**config.mk**
```make
export PLATFORM = sky130hd
export DESIGN_NAME = axi_aw_arbiter_router_flat
export DESIGN_NICKNAME = d
export VERILOG_FILES = /design/src/rtl/axi_xbar_pkg.sv /design/src/rtl/axi_aw_arbiter_router_if.sv /design/src/rtl/axi_route_fifo.sv /design/src/rtl/axi_aw_arbiter_router.sv /design/src/flat_wrapper.sv
export SDC_FILE = /design/constraint.sdc
export NUM_CORES = 1
export LEC_CHECK = 0
export ABC_AREA = 1
export BUFFER_PORTS_ARGS = -buffer_cell sky130_fd_sc_hd__buf_2
export CAP_MARGIN = 20
export CORE_AREA = 2 2 78 88
export CTS_CLUSTER_DIAMETER = 200
export DETAILED_ROUTE_END_ITERATION = 8
export DIE_AREA = 0 0 80 90
export GPL_ROUTABILITY_DRIVEN = 0
export PLACE_DENSITY = 0.79
export SYNTH_ARGS = -nofsm -noshare
export SYNTH_HDL_FRONTEND = slang
export SYNTH_SLANG_ARGS = --single-unit
```
**constraint.sdc**
```tcl
create_clock -name clk -period 3.1 [get_ports clk]
set_input_delay 0.62 -clock clk [delete_from_list [all_inputs] [get_ports clk]]
set_output_delay 0.62 -clock clk [all_outputs]
set_load 0.01 [all_outputs]
```
**src/rtl/axi_xbar_pkg.sv**
```systemverilog
// Shared crossbar definitions: slave address map, AW arbiter states and route-queue entry.
// The route-entry field widths match the default 2-master / 5-slave-plus-DS configuration.
package axi_xbar_pkg;

    localparam int unsigned MAP_NUM  = 5;
    localparam int unsigned WQ_MST_W = 1;
    localparam int unsigned WQ_SLV_W = 3;

    localparam logic [MAP_NUM-1:0][31:0] SLV_BASE = {
        32'h2000_0000, 32'h1001_0000, 32'h1000_0000, 32'h0002_0000, 32'h0001_0000
    };
    localparam logic [MAP_NUM-1:0][31:0] SLV_LIMIT = {
        32'h201F_FFFF, 32'h1001_03FF, 32'h1000_03FF, 32'h0002_FFFF, 32'h0001_FFFF
    };

    typedef enum logic {
        AW_IDLE  = 1'b0,
        AW_GRANT = 1'b1
    } aw_state_e;

    typedef struct packed {
        logic [WQ_MST_W-1:0] mst;
        logic [WQ_SLV_W-1:0] slv;
    } wq_entry_t;

    // First matching region in index order wins; a miss selects the default slave (index num_s).
    function automatic int unsigned addr_to_slv(input logic [31:0] addr, input int unsigned num_s);
        int unsigned sel;
        logic        found;
        sel   = num_s;
        found = 1'b0;
        for (int unsigned i = 0; i < MAP_NUM; i++) begin
            if (!found && (i < num_s) && (addr >= SLV_BASE[i]) && (addr <= SLV_LIMIT[i])) begin
                sel   = i;
                found = 1'b1;
            end
        end
        return sel;
    endfunction

endpackage

```
**src/rtl/axi_aw_arbiter_router_if.sv**
```systemverilog
// AW channel bundle between the master ports, the slave ports and the W-channel route queue.
interface axi_aw_arbiter_router_if #(
    parameter int unsigned NUM_M     = 2,
    parameter int unsigned NUM_S     = 5,
    parameter int unsigned ID_BITS   = 4,
    parameter int unsigned IDS_BITS  = 8,
    parameter int unsigned ADDR_BITS = 32,
    parameter int unsigned LEN_BITS  = 4,
    parameter int unsigned SIZE_BITS = 3
);
    localparam int unsigned MIDX_W = (NUM_M > 1) ? $clog2(NUM_M) : 1;
    localparam int unsigned SIDX_W = $clog2(NUM_S + 1);

    logic [NUM_M-1:0]                 awvalid_m;
    logic [NUM_M-1:0][ID_BITS-1:0]    awid_m;
    logic [NUM_M-1:0][ADDR_BITS-1:0]  awaddr_m;
    logic [NUM_M-1:0][LEN_BITS-1:0]   awlen_m;
    logic [NUM_M-1:0][SIZE_BITS-1:0]  awsize_m;
    logic [NUM_M-1:0][1:0]            awburst_m;
    logic [NUM_M-1:0]                 awready_m;

    logic [NUM_S:0]                   awvalid_s;
    logic [NUM_S:0]                   awready_s;
    logic [IDS_BITS-1:0]              awid_s;
    logic [ADDR_BITS-1:0]             awaddr_s;
    logic [LEN_BITS-1:0]              awlen_s;
    logic [SIZE_BITS-1:0]             awsize_s;
    logic [1:0]                       awburst_s;

    logic                             wq_valid;
    logic [MIDX_W-1:0]                wq_mst;
    logic [SIDX_W-1:0]                wq_slv;
    logic                             wq_pop;

    // Environment side: masters, slaves and the W channel.
    modport master (
        output awvalid_m, awid_m, awaddr_m, awlen_m, awsize_m, awburst_m, awready_s, wq_pop,
        input  awready_m, awvalid_s, awid_s, awaddr_s, awlen_s, awsize_s, awburst_s,
               wq_valid, wq_mst, wq_slv
    );

    // Arbiter/router side.
    modport slave (
        input  awvalid_m, awid_m, awaddr_m, awlen_m, awsize_m, awburst_m, awready_s, wq_pop,
        output awready_m, awvalid_s, awid_s, awaddr_s, awlen_s, awsize_s, awburst_s,
               wq_valid, wq_mst, wq_slv
    );
endinterface

```
**src/rtl/axi_route_fifo.sv**
```systemverilog
// In-order route queue; pushes beyond capacity and pops while empty are ignored.
module axi_route_fifo #(
    parameter int unsigned WIDTH = 4,
    parameter int unsigned DEPTH = 4
) (
    input  logic                       clk,
    input  logic                       rst,
    input  logic                       push,
    input  logic                       pop,
    input  logic [WIDTH-1:0]           din,
    output logic [WIDTH-1:0]           dout,
    output logic                       full,
    output logic                       empty,
    output logic [$clog2(DEPTH):0]     count
);
    localparam int unsigned PTR_W = $clog2(DEPTH);
    localparam int unsigned CNT_W = PTR_W + 1;

    logic [WIDTH-1:0] mem [DEPTH];
    logic [PTR_W-1:0] wr_ptr;
    logic [PTR_W-1:0] rd_ptr;
    logic             do_push;
    logic             do_pop;

    assign full    = (count == CNT_W'(DEPTH));
    assign empty   = (count == '0);
    assign do_push = push && !full;
    assign do_pop  = pop && !empty;
    assign dout    = mem[rd_ptr];

    always_ff @(posedge clk or posedge rst) begin
        if (rst) begin
            wr_ptr <= '0;
            rd_ptr <= '0;
            count  <= '0;
            for (int i = 0; i < DEPTH; i++) mem[i] <= '0;
        end else begin
            if (do_push) begin
                mem[wr_ptr] <= din;
                wr_ptr      <= wr_ptr + PTR_W'(1);
            end
            if (do_pop) rd_ptr <= rd_ptr + PTR_W'(1);
            count <= count + CNT_W'(do_push) - CNT_W'(do_pop);
        end
    end
endmodule

```
**src/rtl/axi_aw_arbiter_router.sv**
```systemverilog
// AW channel arbiter/router: round-robin master pick, address decode to a slave (or DS),
// grant held until handshake, and a {master, slave} route entry queued per accepted AW.
module axi_aw_arbiter_router
    import axi_xbar_pkg::*;
#(
    parameter int unsigned NUM_M     = 2,
    parameter int unsigned NUM_S     = 5,
    parameter int unsigned ID_BITS   = 4,
    parameter int unsigned IDS_BITS  = 8,
    parameter int unsigned ADDR_BITS = 32,
    parameter int unsigned LEN_BITS  = 4,
    parameter int unsigned SIZE_BITS = 3,
    parameter int unsigned WQ_DEPTH  = 4
) (
    input logic                      clk,
    input logic                      rst,
    axi_aw_arbiter_router_if.slave   bus
);
    localparam int unsigned MIDX_W = (NUM_M > 1) ? $clog2(NUM_M) : 1;
    localparam int unsigned SIDX_W = $clog2(NUM_S + 1);
    localparam int unsigned CNT_W  = $clog2(WQ_DEPTH) + 1;

    aw_state_e           state, state_nxt;
    logic [MIDX_W-1:0]   rr_ptr, rr_nxt;
    logic [MIDX_W-1:0]   win, win_nxt;
    logic [SIDX_W-1:0]   tgt, tgt_nxt;
    logic [MIDX_W-1:0]   pick;
    logic                push;
    logic                space;
    logic                q_full;
    logic                q_empty;
    logic [CNT_W-1:0]    q_count;
    wq_entry_t           push_entry;
    wq_entry_t           head;

    logic [NUM_S:0]          awvalid_s;
    logic [NUM_M-1:0]        awready_m;
    logic [IDS_BITS-1:0]     awid_s;
    logic [ADDR_BITS-1:0]    awaddr_s;
    logic [LEN_BITS-1:0]     awlen_s;
    logic [SIZE_BITS-1:0]    awsize_s;
    logic [1:0]              awburst_s;

    // First requester at or after rr_ptr, wrapping.
    always_comb begin
        logic found;
        pick  = '0;
        found = 1'b0;
        for (int unsigned i = 0; i < NUM_M; i++) begin
            int unsigned idx;
            idx = (32'(rr_ptr) + i) % NUM_M;
            if (!found && bus.awvalid_m[idx]) begin
                pick  = MIDX_W'(idx);
                found = 1'b1;
            end
        end
    end

    assign space = !q_full && (q_count < CNT_W'(WQ_DEPTH));

    always_ff @(posedge clk or posedge rst) begin
        if (rst) begin
            state  <= AW_IDLE;
            rr_ptr <= '0;
            win    <= '0;
            tgt    <= '0;
        end else begin
            state  <= state_nxt;
            rr_ptr <= rr_nxt;
            win    <= win_nxt;
            tgt    <= tgt_nxt;
        end
    end

    // Next state plus the granted pass-through of valid, ready and payload.
    always_comb begin
        state_nxt = state;
        rr_nxt    = rr_ptr;
        win_nxt   = win;
        tgt_nxt   = tgt;
        push      = 1'b0;
        awvalid_s = '0;
        awready_m = '0;
        awid_s    = '0;
        awaddr_s  = '0;
        awlen_s   = '0;
        awsize_s  = '0;
        awburst_s = '0;
        case (state)
            AW_IDLE: begin
                if ((|bus.awvalid_m) && space) begin
                    win_nxt   = pick;
                    tgt_nxt   = SIDX_W'(addr_to_slv(32'(bus.awaddr_m[pick]), NUM_S));
                    state_nxt = AW_GRANT;
                end
            end
            AW_GRANT: begin
                awid_s         = (IDS_BITS'(win) << ID_BITS) | IDS_BITS'(bus.awid_m[win]);
                awaddr_s       = bus.awaddr_m[win];
                awlen_s        = bus.awlen_m[win];
                awsize_s       = bus.awsize_m[win];
                awburst_s      = bus.awburst_m[win];
                awvalid_s[tgt] = bus.awvalid_m[win];
                awready_m[win] = bus.awready_s[tgt];
                if (bus.awvalid_m[win] && bus.awready_s[tgt]) begin
                    push      = 1'b1;
                    rr_nxt    = (win == MIDX_W'(NUM_M - 1)) ? '0 : win + MIDX_W'(1);
                    state_nxt = AW_IDLE;
                end
            end
            default: state_nxt = AW_IDLE;
        endcase
    end

    assign push_entry.mst = WQ_MST_W'(win);
    assign push_entry.slv = WQ_SLV_W'(tgt);

    axi_route_fifo #(
        .WIDTH ($bits(wq_entry_t)),
        .DEPTH (WQ_DEPTH)
    ) u_route_fifo (
        .clk   (clk),
        .rst   (rst),
        .push  (push),
        .pop   (bus.wq_pop),
        .din   (push_entry),
        .dout  (head),
        .full  (q_full),
        .empty (q_empty),
        .count (q_count)
    );

    assign bus.awvalid_s = awvalid_s;
    assign bus.awready_m = awready_m;
    assign bus.awid_s    = awid_s;
    assign bus.awaddr_s  = awaddr_s;
    assign bus.awlen_s   = awlen_s;
    assign bus.awsize_s  = awsize_s;
    assign bus.awburst_s = awburst_s;
    assign bus.wq_valid  = !q_empty;
    assign bus.wq_mst    = MIDX_W'(head.mst);
    assign bus.wq_slv    = SIDX_W'(head.slv);
endmodule

```
**src/flat_wrapper.sv**
```systemverilog
// flat-port wrapper written by rule: the top's interface ports become plain ports
module axi_aw_arbiter_router_flat import axi_xbar_pkg::*;
#(
    parameter int unsigned NUM_M     = 2,
    parameter int unsigned NUM_S     = 5,
    parameter int unsigned ID_BITS   = 4,
    parameter int unsigned IDS_BITS  = 8,
    parameter int unsigned ADDR_BITS = 32,
    parameter int unsigned LEN_BITS  = 4,
    parameter int unsigned SIZE_BITS = 3,
    parameter int unsigned WQ_DEPTH  = 4
)
  (clk, rst, bus_awvalid_m, bus_awid_m, bus_awaddr_m, bus_awlen_m, bus_awsize_m, bus_awburst_m, bus_awready_s, bus_wq_pop, bus_awready_m, bus_awvalid_s, bus_awid_s, bus_awaddr_s, bus_awlen_s, bus_awsize_s, bus_awburst_s, bus_wq_valid, bus_wq_mst, bus_wq_slv);
  axi_aw_arbiter_router_if #(.NUM_M(NUM_M), .NUM_S(NUM_S), .ID_BITS(ID_BITS), .IDS_BITS(IDS_BITS), .ADDR_BITS(ADDR_BITS), .LEN_BITS(LEN_BITS), .SIZE_BITS(SIZE_BITS)) bus_i ();
  input logic clk;
  input logic rst;
  input wire logic [$bits(bus_i.awvalid_m)-1:0] bus_awvalid_m;
  input wire logic [$bits(bus_i.awid_m)-1:0] bus_awid_m;
  input wire logic [$bits(bus_i.awaddr_m)-1:0] bus_awaddr_m;
  input wire logic [$bits(bus_i.awlen_m)-1:0] bus_awlen_m;
  input wire logic [$bits(bus_i.awsize_m)-1:0] bus_awsize_m;
  input wire logic [$bits(bus_i.awburst_m)-1:0] bus_awburst_m;
  input wire logic [$bits(bus_i.awready_s)-1:0] bus_awready_s;
  input wire logic [$bits(bus_i.wq_pop)-1:0] bus_wq_pop;
  output wire logic [$bits(bus_i.awready_m)-1:0] bus_awready_m;
  output wire logic [$bits(bus_i.awvalid_s)-1:0] bus_awvalid_s;
  output wire logic [$bits(bus_i.awid_s)-1:0] bus_awid_s;
  output wire logic [$bits(bus_i.awaddr_s)-1:0] bus_awaddr_s;
  output wire logic [$bits(bus_i.awlen_s)-1:0] bus_awlen_s;
  output wire logic [$bits(bus_i.awsize_s)-1:0] bus_awsize_s;
  output wire logic [$bits(bus_i.awburst_s)-1:0] bus_awburst_s;
  output wire logic [$bits(bus_i.wq_valid)-1:0] bus_wq_valid;
  output wire logic [$bits(bus_i.wq_mst)-1:0] bus_wq_mst;
  output wire logic [$bits(bus_i.wq_slv)-1:0] bus_wq_slv;
  assign bus_i.awvalid_m = bus_awvalid_m;
  assign bus_i.awid_m = bus_awid_m;
  assign bus_i.awaddr_m = bus_awaddr_m;
  assign bus_i.awlen_m = bus_awlen_m;
  assign bus_i.awsize_m = bus_awsize_m;
  assign bus_i.awburst_m = bus_awburst_m;
  assign bus_i.awready_s = bus_awready_s;
  assign bus_i.wq_pop = bus_wq_pop;
  assign bus_awready_m = bus_i.awready_m;
  assign bus_awvalid_s = bus_i.awvalid_s;
  assign bus_awid_s = bus_i.awid_s;
  assign bus_awaddr_s = bus_i.awaddr_s;
  assign bus_awlen_s = bus_i.awlen_s;
  assign bus_awsize_s = bus_i.awsize_s;
  assign bus_awburst_s = bus_i.awburst_s;
  assign bus_wq_valid = bus_i.wq_valid;
  assign bus_wq_mst = bus_i.wq_mst;
  assign bus_wq_slv = bus_i.wq_slv;
  axi_aw_arbiter_router #(.NUM_M(NUM_M), .NUM_S(NUM_S), .ID_BITS(ID_BITS), .IDS_BITS(IDS_BITS), .ADDR_BITS(ADDR_BITS), .LEN_BITS(LEN_BITS), .SIZE_BITS(SIZE_BITS), .WQ_DEPTH(WQ_DEPTH)) u_core (.clk(clk), .rst(rst), .bus(bus_i));
endmodule
```
# ---- Word-level counts from Yosys, hierarchy flattened
# Index checks and enable logic that the tools add are counted.
# W data, S select, Z words.
dict set report totals {
  ff_bits 29
  in_bits 101
  out_inout_bits 62
  word_cells 137
}
dict set report classes {
  n_addsub 6
  magnitude_cmp 21
  eq_ne 1
  muxes 63
  bitwise_logic 6
  reduce_logical 29
}
# cell n
set op_table {}
lappend op_table {{$mux W32} 5}
lappend op_table {{$ge A32 B29 Y1 const B} 2}
lappend op_table {{$le A32 B29 Y1 const B} 2}
lappend op_table {{$ge A32 B17 Y1 const B} 1}
lappend op_table {{$ge A32 B18 Y1 const B} 1}
lappend op_table {{$ge A32 B30 Y1 const B} 1}
lappend op_table {{$le A32 B17 Y1 const B} 1}
lappend op_table {{$le A32 B18 Y1 const B} 1}
lappend op_table {{$le A32 B30 Y1 const B} 1}
lappend op_table {{$mux W4} 8}
lappend op_table {{$mux W1} 29}
lappend op_table {{$mux W3} 8}
lappend op_table {{$logic_and A1 B1 Y1} 18}
lappend op_table {{$bwmux W16} 1}
lappend op_table {{$bmux W4 S2} 1}
lappend op_table {{$demux W4 S2} 1}
lappend op_table {{$lt A1 B2 Y1 const B} 4}
lappend op_table {{$mux W2} 4}
lappend op_table {{$mux W8} 1}
lappend op_table {{$logic_not A1 Y1} 7}
lappend op_table {{$and A6 B6 Y6} 1}
lappend op_table {{$ge A3 B3 Y1 const B} 2}
lappend op_table {{$mux W6} 1}
lappend op_table {{$not A2 Y3} 2}
lappend op_table {{other kinds (20)} 23}

# ---- Depth between registers and ports, before layout
# Gate-level depths: netlist of the first run.
dict set report logic_depth {
  word_depth 35
  depth_mapped 15
  ltp_nobuf 15
}

# ---- Cells and area by module
# Synthesis of the first run repeated with hierarchy kept, for this count alone.
dict set report unflattened {
  cells_unflattened 397
  hier_area_um2 2635.0
}
# module instances cells_each area_each_um2
set modules_own_cells {}
lappend modules_own_cells {axi_aw_arbiter_router 1 250 1425.1}
lappend modules_own_cells {axi_route_fifo 1 147 1209.9}

# ---- Worst setup path before layout of the first run
# No wires, ideal clock.
dict set report synth_path {
  path_kind {input to register}
  from {in bus_awvalid_m[1]}
  to {reg u_core.u_route_fifo.count[2]}
  setup_ps 129
  t_arrival_ps 2386
  t_required_ps 2971
  setup_slack_ps 585
  path_stages 14
  path_cell_list {inv_1 nand2_1 o21ai_0 clkinv_1 nand3_2 nor2_4 nand2_1 ha_1 inv_1 ha_1 inv_1 fa_1 xnor2_1 xor2_1}
}
dict set report synth_between {
  elab_chain_len 8
}
# element line
set synth_rtl {}
lappend synth_rtl {{start, declared} flat_wrapper.sv:17} ;# input wire logic [$bits(bus_i.awvalid_m)-1:0] bus_awvalid_m;
lappend synth_rtl {{$mux W1 (implied by the code) (2 in series)} axi_aw_arbiter_router.sv:105} ;# if (bus.awvalid_m[win] && bus.awready_s[tgt]) begin
lappend synth_rtl {{$logic_and A1 B1 Y1} axi_aw_arbiter_router.sv:105}
lappend synth_rtl {{$mux W1} axi_aw_arbiter_router.sv:105}
lappend synth_rtl {{$mux W1} axi_aw_arbiter_router.sv:89} ;# case (state)
lappend synth_rtl {{$logic_and A1 B1 Y1} axi_route_fifo.sv:27} ;# assign do_push = push && !full;
lappend synth_rtl {{$add A3 B1 Y3} axi_route_fifo.sv:43} ;# count <= count + CNT_W'(do_push) - CNT_W'(do_pop);
lappend synth_rtl {{$sub A3 B1 Y3} axi_route_fifo.sv:43}
lappend synth_rtl {{end signal, assigned} axi_route_fifo.sv:43}
lappend synth_rtl {{end, declared} axi_route_fifo.sv:14} ;# output logic [$clog2(DEPTH):0] count
# Every way passes these cells. The select of a mux whose other input is x is not followed.
# A chain may end at the register's enable or synchronous reset.

# ---- Worst setup path in the final report of the first run
dict set report layout_path {
  from {reg u_core.state}
  to {out bus_awaddr_s[7]}
}
dict set report layout_between {
  elab_chain_len 1
}
# element line
set layout_rtl {}
lappend layout_rtl {{start, declared} axi_aw_arbiter_router.sv:23} ;# aw_state_e state, state_nxt;
lappend layout_rtl {{start signal, assigned} axi_aw_arbiter_router.sv:68} ;# state <= state_nxt;
lappend layout_rtl {{$mux W32} axi_aw_arbiter_router.sv:89}
lappend layout_rtl {{end, declared} flat_wrapper.sv:28} ;# output wire logic [$bits(bus_i.awaddr_s)-1:0] bus_awaddr_s;
# Every way passes these cells.

==> results.sh, run 1 <==
export IMPL_area_growth_pct=35.46
export IMPL_ys_seq_elements=29
export IMPL_end_kind="output port"
export IMPL_n_antenna_cell=0
export IMPL_ir_drop_v=0.0004269
export IMPL_grt_overflow_total=0
export IMPL_synth_most_common_cell="nand2_1"
export IMPL_crit_path_start_kind="flop"
export IMPL_synth_edf_count=0
export IMPL_slew_headroom=0.3600
export IMPL_h_tree_depth=2
export IMPL_wl_um=8458
export IMPL_ys_dominant_reg_cell="dfrtp_1"
export IMPL_ant_nets=0
export IMPL_grt_pass1_vias=3014
export IMPL_grt_max_degree=45
export IMPL_drv_slew=0
export IMPL_status="complete, no violations"
export IMPL_vias=3320
export IMPL_start_util=0.4233
export IMPL_die_area_sq_um=7200
export IMPL_synth_top_area_cell="dfrtp_1"
export IMPL_tritoncts="yes"
export IMPL_rr_worst_depth=15
export IMPL_layout_drive_gt1_share=0.3503
export IMPL_die_w_um=80
export IMPL_multiInputGateArea_sq_um=1669
export IMPL_wire_per_inst_um=12.62
export IMPL_synthArstFlopShare=1.000
export IMPL_skew_ps=3.635
export IMPL_setup_violations=0
export IMPL_cts_buffers=5
export IMPL_tns_ps=0
export IMPL_rsz0062_at_grt="false"
export IMPL_coreArea_sq_um=6361
export IMPL_clk_pin_slew_ps=60
export IMPL_clock_latency_ps=280
export IMPL_drv_cap=0
export IMPL_firstDrtPassIters=5
export IMPL_finalCriticalPeriod_ps=2792
export IMPL_place_area_sq_um=3518
export IMPL_final_area_sq_um=3647
export IMPL_preCtsSetupSlack_ps=251.0
export IMPL_cts_resized=0
export IMPL_hold_buffers=0
export IMPL_ys_seq_area_frac=0.2695
export IMPL_synth_cell_types=36
export IMPL_crit_path_max_fanout=33
export IMPL_grt_use_total=0.2334
export IMPL_swShare=0.5044
export IMPL_p_switching_uw=1472
export IMPL_r2r_end="u_core.u_route_fifo.count[2]"
export IMPL_clock_root_buffer="clkbuf_8"
export IMPL_post_cts_buffers=0
export IMPL_post_route_period_util=0.9007
export IMPL_cts_sinks=29
export IMPL_dp_hpwl_um=6871
export IMPL_p_seq_frac=0.246
export IMPL_p_leak_uw=0.002200
export IMPL_vias_per_cell=4.955
export IMPL_die_h_um=90
export IMPL_antenna_found_initial=0
export IMPL_worst_slew_pin_slew_ps=958.9
export IMPL_placementRows=31
export IMPL_clock_power_share=0.116
export IMPL_seqCellArea_sq_um=725.7
export IMPL_drc_errors=0
export IMPL_synth_common_cells="nand2_1 (141), nand3_1 (56), inv_1 (46)"
export IMPL_p_int_uw=1446
export IMPL_synth_area_sq_um=2693
export IMPL_r2r_start="u_core.tgt[1]"
export IMPL_arrival_ps=2170
export IMPL_clk_path_buf_depth=2
export IMPL_yosys_area_top_type_share=0.2695
export IMPL_ios=163
export IMPL_crit_required_ps=2480
export IMPL_power_per_cell_area_nw_per_um2=800.1
export IMPL_hold_viol=0
export IMPL_layout_nets=695
export IMPL_hold_path_class="in -> async"
export IMPL_grt_pass1_wl_um=13590
export IMPL_synthTopCellsByArea="dfrtp_1 (27%), nand2_1 (20%), nand3_1 (10%)"
export IMPL_drtIter0Drc=161
export IMPL_synth_avg_cell_area_sq_um=6.204
export IMPL_yosys_warnings=0
export IMPL_p_comb_frac=0.637
export IMPL_nFillCells=636
export IMPL_crit_type="reg -> out"
export IMPL_portBuffers=159
export IMPL_setup_slack_ps=307.9
export IMPL_rrSetupSlack_ps=460
export IMPL_synthCells=434
export IMPL_fmax_mhz=358.2
[per-stage QoR]
stage / hold slack [ps] / power, uW / instances / utilization
floorplan: 453.5 / 1921 / 436 / -
global placement: 468.6 / 2522 / 661 / 0.5531
detailed placement: 473.6 / 2585 / 661 / 0.5531
CTS: 489.1 / 2938 / 669 / 0.5690
global route: 291.8 / 3184 / 670 / 0.5734
finish: 282.4 / 2918 / 670 / 0.5734
[power by group through the flow]
stage,Clock [uW],Sequential (uW),Combinational [uW]
after floorplan,0,637,1280
after global placement,0,710,1810
after detailed placement,0,717,1870
after CTS,349,713,1880
after global routing,364,739,2080
final,340,718,1860
[per-layer routing]
layer,track usage,vias up,share of wire
met5,0,-,0
met4,0.08475,0,0.018
met3,0.03815,11,0.069
met2,0.3951,147,0.51
met1,0.2948,1481,0.40
li1,-,1681,-
[worst max-delay path, stage by stage, from the launching register on]
cell and delay, ps:
dfrtp_1 660, nand2_1 140, inv_1 720, nand2_1 150, nand2_1 100, buf_2 130
[cell type report]
| cell class | instances | share of cell area |
|---|---|---|
| Tap cell | 82 | 0.02813 |
| Inverter | 52 | 0.05352 |
| Clock buffer | 7 | 0.02642 |
| Timing Repair Buffer | 164 | 0.2340 |
| Multi-Input combinational cell | 335 | 0.4576 |
| Sequential cell | 29 | 0.1990 |
| Clock inverter | 1 | 0.001372 |
[placed cells by master (no fill, tap or decap), drive strengths merged]
master	n
clkinv	4
dfrtp	29
xor2	4
conb	3
a21oi	5
fa	1
o21ai	39
nand4	3
nor3	3
nand3	62
o22ai	9
ha	6
xnor2	1
a31oi	1
inv	49
and2	1
nor2	40
nand2	155
clkbuf	7
nand3b	2
buf	164
[worst max path at each step]
stage / slack (ps) / endpoint / startpoint
final: 310 / bus_awaddr_s[7] / u_core.state
after global routing: 120 / bus_awaddr_s[22] / u_core.state
after CTS: 300 / bus_awid_s[2] / u_core.state
after detailed placement: 250 / u_core.u_route_fifo.count[2] / bus_awvalid_m[1]
after global placement: 310 / u_core.u_route_fifo.count[2] / bus_awvalid_m[0]
after floorplan: 590 / u_core.u_route_fifo.count[2] / bus_awvalid_m[1]
[cells by family (layout without fill, tap and decap cells)]
family / count (synthesis) / in the layout / synth area share
other cells: 1 / 3 / 0.001393
flops: 29 / 29 / 0.2695
fa+ha+maj: 7 / 7 / 0.03532
simple gates: 266 / 266 / 0.4549
xor+xnor: 5 / 5 / 0.01626
compound gates: 54 / 54 / 0.1092
buf+inv: 72 / 224 / 0.1134
[sequential cells by signal (all words and copies together) (netlist names)]
name                        flops
u_core.u_route_fifo.wr_ptr      2
u_core.u_route_fifo.rd_ptr      2
u_core.u_route_fifo.count       3
u_core.state                    1
u_core.tgt                      3
u_core.win                      1
u_core.rr_ptr                   1
u_core.u_route_fifo.mem        16
No activity file was read; power rests on OpenSTA's default activity.
==> run 2: changes to the inputs <==
--- a/config.mk
+++ b/config.mk
@@ -8,12 +8,12 @@
 export ABC_AREA = 1
 export BUFFER_PORTS_ARGS = -buffer_cell sky130_fd_sc_hd__buf_2
 export CAP_MARGIN = 20
-export CORE_AREA = 2 2 78 88
+export CORE_AREA = 2 2 87 97
 export CTS_CLUSTER_DIAMETER = 200
 export DETAILED_ROUTE_END_ITERATION = 8
-export DIE_AREA = 0 0 80 90
+export DIE_AREA = 0 0 89 99
 export GPL_ROUTABILITY_DRIVEN = 0
-export PLACE_DENSITY = 0.79
+export PLACE_DENSITY = 0.66
 export SYNTH_ARGS = -nofsm -noshare
 export SYNTH_HDL_FRONTEND = slang
 export SYNTH_SLANG_ARGS = --single-unit
==> results.sh, run 2 (same netlist as run 1, synthesis figures left out) <==
export IMPL_status="complete, no violations"
export IMPL_r2r_end="u_core.u_route_fifo.count[2]"
export IMPL_h_tree_depth=2
export IMPL_p_switching_uw=1460
export IMPL_cts_buffers=5
export IMPL_drv_slew=0
export IMPL_top_regs="u_core.u_route_fifo.mem: 16 flops, u_core.tgt: 3 flops, u_core.u_route_fifo.count: 3 flops"
export IMPL_clock_power_share=0.102
export IMPL_rrSetupSlack_ps=390
export IMPL_crit_type="reg -> out"
export IMPL_start_util=0.3440
export IMPL_n_antenna_cell=0
export IMPL_largest_register="u_core.u_route_fifo.mem"
export IMPL_rsz0062_at_grt="false"
export IMPL_drv_cap=0
export IMPL_portBuffers=159
export IMPL_hold_viol=0
export IMPL_tritoncts="yes"
export IMPL_p_comb_frac=0.649
export IMPL_tns_ps=0
export IMPL_fin_util=0.4674
export IMPL_coreArea_sq_um=7828
export IMPL_hold_path_class="in -> async"
export IMPL_wl_um=8521
export IMPL_die_w_um=89
export IMPL_grt_overflow_total=0
export IMPL_swShare=0.5104
export IMPL_area_growth_pct=35.87
export IMPL_grt_max_degree=40
export IMPL_setup_violations=0
export IMPL_clk_path_buf_depth=2
export IMPL_die_area_sq_um=8811
export IMPL_vias=3241
export IMPL_drtIter0Drc=111
export IMPL_grt_pass1_wl_um=14020
export IMPL_layout_commonest_cell="buf_2"
export IMPL_placementRows=34
export IMPL_rr_worst_depth=15
export IMPL_crit_path_start_kind="flop"
export IMPL_nFillCells=861
export IMPL_fmax_mhz=365.3
export IMPL_power_uw=2861
export IMPL_drc_errors=0
export IMPL_final_cell_mix="buf_2 (159), nand2_1 (141), nand3_1 (56)"
export IMPL_largest_register_ffs=16
export IMPL_grt_use_total=0.1978
export IMPL_vias_per_cell=4.657
export IMPL_p_leak_uw=0.002186
export IMPL_post_route_period_util=0.8831
export IMPL_die_h_um=99
export IMPL_layout_nets=695
export IMPL_ir_drop_v=0.0002775
export IMPL_clk_pin_slew_ps=60
export IMPL_clock_latency_ps=280
export IMPL_ios=163
export IMPL_ant_nets=0
export IMPL_layout_drive_gt1_share=0.3452
export IMPL_finalCriticalPeriod_ps=2738
export IMPL_hold_buffers=0
export IMPL_cts_sinks=29
export IMPL_skew_ps=4.640
export IMPL_grt_pass1_vias=3118
export IMPL_dp_hpwl_um=7013
export IMPL_wire_per_inst_um=12.24
export IMPL_clock_root_buffer="clkbuf_8"
export IMPL_antenna_found_initial=0
export IMPL_cts_resized=0
export IMPL_arrival_ps=2120
export IMPL_post_cts_buffers=0
export IMPL_p_int_uw=1401
export IMPL_firstDrtPassIters=4
export IMPL_crit_required_ps=2480
export IMPL_end_kind="output port"
export IMPL_power_per_cell_area_nw_per_um2=782.1
export IMPL_r2r_start="u_core.tgt[2]"
export IMPL_crit_path_max_fanout=33
export IMPL_p_seq_frac=0.249
==> run 2: changes by cell type in the layout (fill, tap and decap cells not counted) <==
cell      before  now
clkbuf_1       0    3
clkinv_2       1    0
clkbuf_8       7    5
==> run 2: cell type report <==
type / instances / area [sq um] / area share
well taps: 108 / 135.1 / 0.03694
flip-flops and latches: 29 / 725.7 / 0.1984
multi-input cells: 335 / 1669 / 0.4562
clock buffers: 8 / 80.08 / 0.02189
inverters: 52 / 195.2 / 0.05335
repair buffers: 164 / 853.3 / 0.2332
==> run 2: power by group through the flow <==
stage / registers (uW) / clock network (uW) / logic (uW)
5_1_grt: 738 / 317 / 2100
2_1_floorplan: 637 / 0 / 1280
3_3_place_gp: 707 / 0 / 1840
3_5_place_dp: 713 / 0 / 1870
4_1_cts: 709 / 299 / 1880
6_report: 713 / 292 / 1860
==> run 2: critical path: stages, from the launching register on <==
cell     delay (ps)
dfrtp_1         650
nand2_1         420
inv_1           130
buf_4           310
nand2_1          80
o21ai_0          80
buf_2           160
==> run 2: routing by layer <==
layer  vias up  part of all wire  track usage
li1       1678                 -            -
met1      1448              0.42       0.2400
met2       102              0.50       0.3427
met3        13             0.068      0.04858
met4         0             0.017      0.05626
met5         -                 0            0
==> run 2: worst max path at each step <==
stage / to / from / cells after the start
2_1_floorplan: u_core.u_route_fifo.count[2] / bus_awvalid_m[1] / 14
3_3_place_gp: u_core.u_route_fifo.count[2] / bus_awvalid_m[0] / 13
3_5_place_dp: u_core.u_route_fifo.count[2] / bus_awvalid_m[0] / 13
4_1_cts: u_core.u_route_fifo.count[2] / u_core.tgt[2] / 15
5_1_grt: u_core.u_route_fifo.count[2] / u_core.tgt[2] / 15
6_report: bus_awaddr_s[23] / u_core.state / 6
==> run 2: through the flow <==
stage,cell area (sq um),hold WS (ps),instances,setup WS (ps)
6_report,3659,266.6,696,362.3
3_5_place_dp,3551,475.0,687,130.4
4_1_cts,3631,489.8,695,370.5
5_1_grt,3659,282.0,696,156.5
3_3_place_gp,3551,469.5,687,251.2
2_1_floorplan,2700,453.5,436,585.0
==> run 3: changes to the inputs <==
--- a/config.mk
+++ b/config.mk
@@ -5,13 +5,12 @@
 export SDC_FILE = /design/constraint.sdc
 export NUM_CORES = 1
 export LEC_CHECK = 0
-export ABC_AREA = 1
 export BUFFER_PORTS_ARGS = -buffer_cell sky130_fd_sc_hd__buf_2
 export CAP_MARGIN = 20
-export CORE_AREA = 2 2 87 97
+export CORE_AREA = 2 2 86 96
 export CTS_CLUSTER_DIAMETER = 200
 export DETAILED_ROUTE_END_ITERATION = 8
-export DIE_AREA = 0 0 89 99
+export DIE_AREA = 0 0 88 98
 export GPL_ROUTABILITY_DRIVEN = 0
 export PLACE_DENSITY = 0.66
 export SYNTH_ARGS = -nofsm -noshare
==> results.sh, run 3 <==
export IMPL_status="complete, no violations"
export IMPL_final_area_sq_um=3607
export IMPL_synth_avg_cell_area_sq_um=9.816
export IMPL_nFillCells=744
export IMPL_grt_overflow_total=0
export IMPL_crit_path_start_kind="flop"
export IMPL_synth_area_sq_um=2601
export IMPL_clock_latency_ps=280
export IMPL_yosys_area_top_type_share=0.2790
export IMPL_power_per_cell_area_nw_per_um2=761.5
export IMPL_skew_ps=9.558
export IMPL_layoutNonFillerInstCount=531
export IMPL_largest_register="u_core.u_route_fifo.mem"
export IMPL_synth_common_cells="mux2i_1 (48), nor2b_1 (47), dfrtp_1 (29)"
export IMPL_cts_resized=0
export IMPL_crit_required_ps=3260
export IMPL_synth_edf_count=0
export IMPL_dp_cells=523
export IMPL_antenna_found_initial=0
export IMPL_crit_type="reg -> reg"
export IMPL_end_kind="flop"
export IMPL_p_seq_frac=0.247
export IMPL_ios=163
export IMPL_die_w_um=88
export IMPL_cts_sinks=29
export IMPL_clk_path_buf_depth=2
export IMPL_portBuffers=159
export IMPL_cts_buffers=5
export IMPL_post_cts_buffers=0
export IMPL_ys_seq_area_frac=0.2790
export IMPL_start_util=0.3378
export IMPL_hold_viol=0
export IMPL_p_int_uw=1620
export IMPL_post_route_period_util=0.9298
export IMPL_layout_commonest_cell="buf_2"
export IMPL_synth_most_common_cell="mux2i_1"
export IMPL_synthTopCellsByArea="dfrtp_1 (28%), mux2i_1 (18%), nor2b_1 (11%)"
export IMPL_ys_seq_elements=29
export IMPL_die_h_um=98
export IMPL_vias=2527
export IMPL_ant_nets=0
export IMPL_p_leak_uw=0.001818
export IMPL_grt_pass1_wl_um=11560
export IMPL_grt_pass1_vias=2488
export IMPL_fmax_mhz=346.9
export IMPL_placementRows=34
export IMPL_tns_ps=0
export IMPL_grt_use_total=0.1661
export IMPL_coreArea_sq_um=7700
export IMPL_multiInputGateArea_sq_um=1762
export IMPL_synthArstFlopShare=1.000
export IMPL_finalCriticalPeriod_ps=2882
export IMPL_seqCellArea_sq_um=726.9
export IMPL_synthCells=265
export IMPL_hold_buffers=0
export IMPL_h_tree_depth=2
export IMPL_clock_root_buffer="clkbuf_8"
export IMPL_ir_drop_v=0.0004225
export IMPL_final_cell_mix="buf_2 (159), mux2i_1 (48), nor2b_1 (47)"
export IMPL_worst_slew_pin_slew_ps=817.7
export IMPL_drv_slew=0
export IMPL_wire_per_inst_um=13.54
export IMPL_synth_top_area_cell="dfrtp_1"
export IMPL_setup_violations=0
export IMPL_layout_nets=530
export IMPL_die_area_sq_um=8624
export IMPL_tritoncts="yes"
export IMPL_drc_errors=0
export IMPL_grt_max_degree=54
export IMPL_synth_cell_types=44
export IMPL_clock_power_share=0.124
export IMPL_slew_headroom=0.4548
export IMPL_firstDrtPassIters=4
export IMPL_n_antenna_cell=0
export IMPL_dp_hpwl_um=5927
export IMPL_arrival_ps=3040
export IMPL_drv_cap=0
export IMPL_rsz0062_at_grt="false"
export IMPL_area_growth_pct=38.67
export IMPL_largest_register_ffs=16
export IMPL_wl_um=7191
export IMPL_p_switching_uw=1127
export IMPL_swShare=0.4103
export IMPL_vias_per_cell=4.759
export IMPL_yosys_warnings=0
export IMPL_hold_path_class="in -> async"
export IMPL_ys_dominant_reg_cell="dfrtp_1"
export IMPL_top_regs="u_core.u_route_fifo.mem: 16 flops, u_core.tgt: 3 flops, u_core.u_route_fifo.count: 3 flops"
export IMPL_layout_drive_gt1_share=0.4775
export IMPL_crit_path_max_fanout=5
export IMPL_clk_pin_slew_ps=70
export IMPL_p_comb_frac=0.629
export IMPL_drtIter0Drc=81
export IMPL_place_area_sq_um=3506
-- run 3: per-stage QoR --
stage	utilization	total power [uW]	hold WS, ps	setup slack, ps
3_5_place_dp	0.4553	2435	490.0	26.90
2_1_floorplan	-	1862	464.1	187.4
6_report	0.4685	2747	390.2	217.6
4_1_cts	0.4685	2791	417.7	198.4
3_3_place_gp	0.4553	2387	492.2	100.7
5_1_grt	0.4685	2987	431.3	81.50
-- run 3: final cells by class --
type	count	share of cell area
inverters	9	0.009365
well taps	108	0.03746
clock buffers	7	0.02671
repair buffers	166	0.2352
flip-flops and latches	29	0.2015
clock inverters	1	0.001387
multi-input cells	211	0.4884
-- run 3: final timing paths --
check | startpoint | end | slack (ps) | depth (start not counted)
setup reg to reg | u_core.tgt[1] | u_core.u_route_fifo.count[2] | 220 | 12
hold reg to reg | u_core.u_route_fifo.mem[10] | u_core.u_route_fifo.mem[10] | 510 | 1
max in group asynchronous | rst | u_core.win | 2060 | 3
hold / removal | rst | u_core.u_route_fifo.mem[15] | 390 | 2
min in group clk | u_core.u_route_fifo.mem[10] | u_core.u_route_fifo.mem[10] | 510 | 1
setup / recovery | u_core.tgt[1] | u_core.u_route_fifo.count[2] | 220 | 12
-- run 3: worst max-delay path, cell delays in order (launching register included) --
cell,delay (ps)
dfrtp_1,430
nand2b_1,160
mux4_2,540
or2_4,300
a21oi_4,110
inv_1,50
ha_1,280
inv_1,60
ha_1,130
inv_1,50
fa_1,370
xnor2_1,140
xnor2_1,130
-- run 3: kinds of logic (layout without fill, tap and decap cells) --
logic type               count (synthesis)  count (layout)  synth area share
adder cells (fa/ha/maj)                  7               7           0.03656
multiplexers                            69              69            0.3203
AO/OA/AOI/OAI                           22              22           0.05916
AND/OR/NAND/NOR                        103             103            0.2333
flip-flops                              29              29            0.2790
buffers and inverters                   27             183           0.04665
other                                    1               3          0.001442
XOR/XNOR                                 7               7           0.02357
-- run 3: metal layers --
metal  global-route usage  routed length, um
met4              0.02722                 55
met5                    0                  0
met2               0.2908               3745
met3              0.04311                512
met1               0.2067               2878
-- run 3: power by group through the flow --
stage | registers (uW) | clock network [uW] | logic [uW]
2_1_floorplan | 620 | 0 | 1240
3_3_place_gp | 674 | 0 | 1710
3_5_place_dp | 681 | 0 | 1750
4_1_cts | 678 | 353 | 1760
5_1_grt | 704 | 369 | 1910
6_report | 677 | 340 | 1730
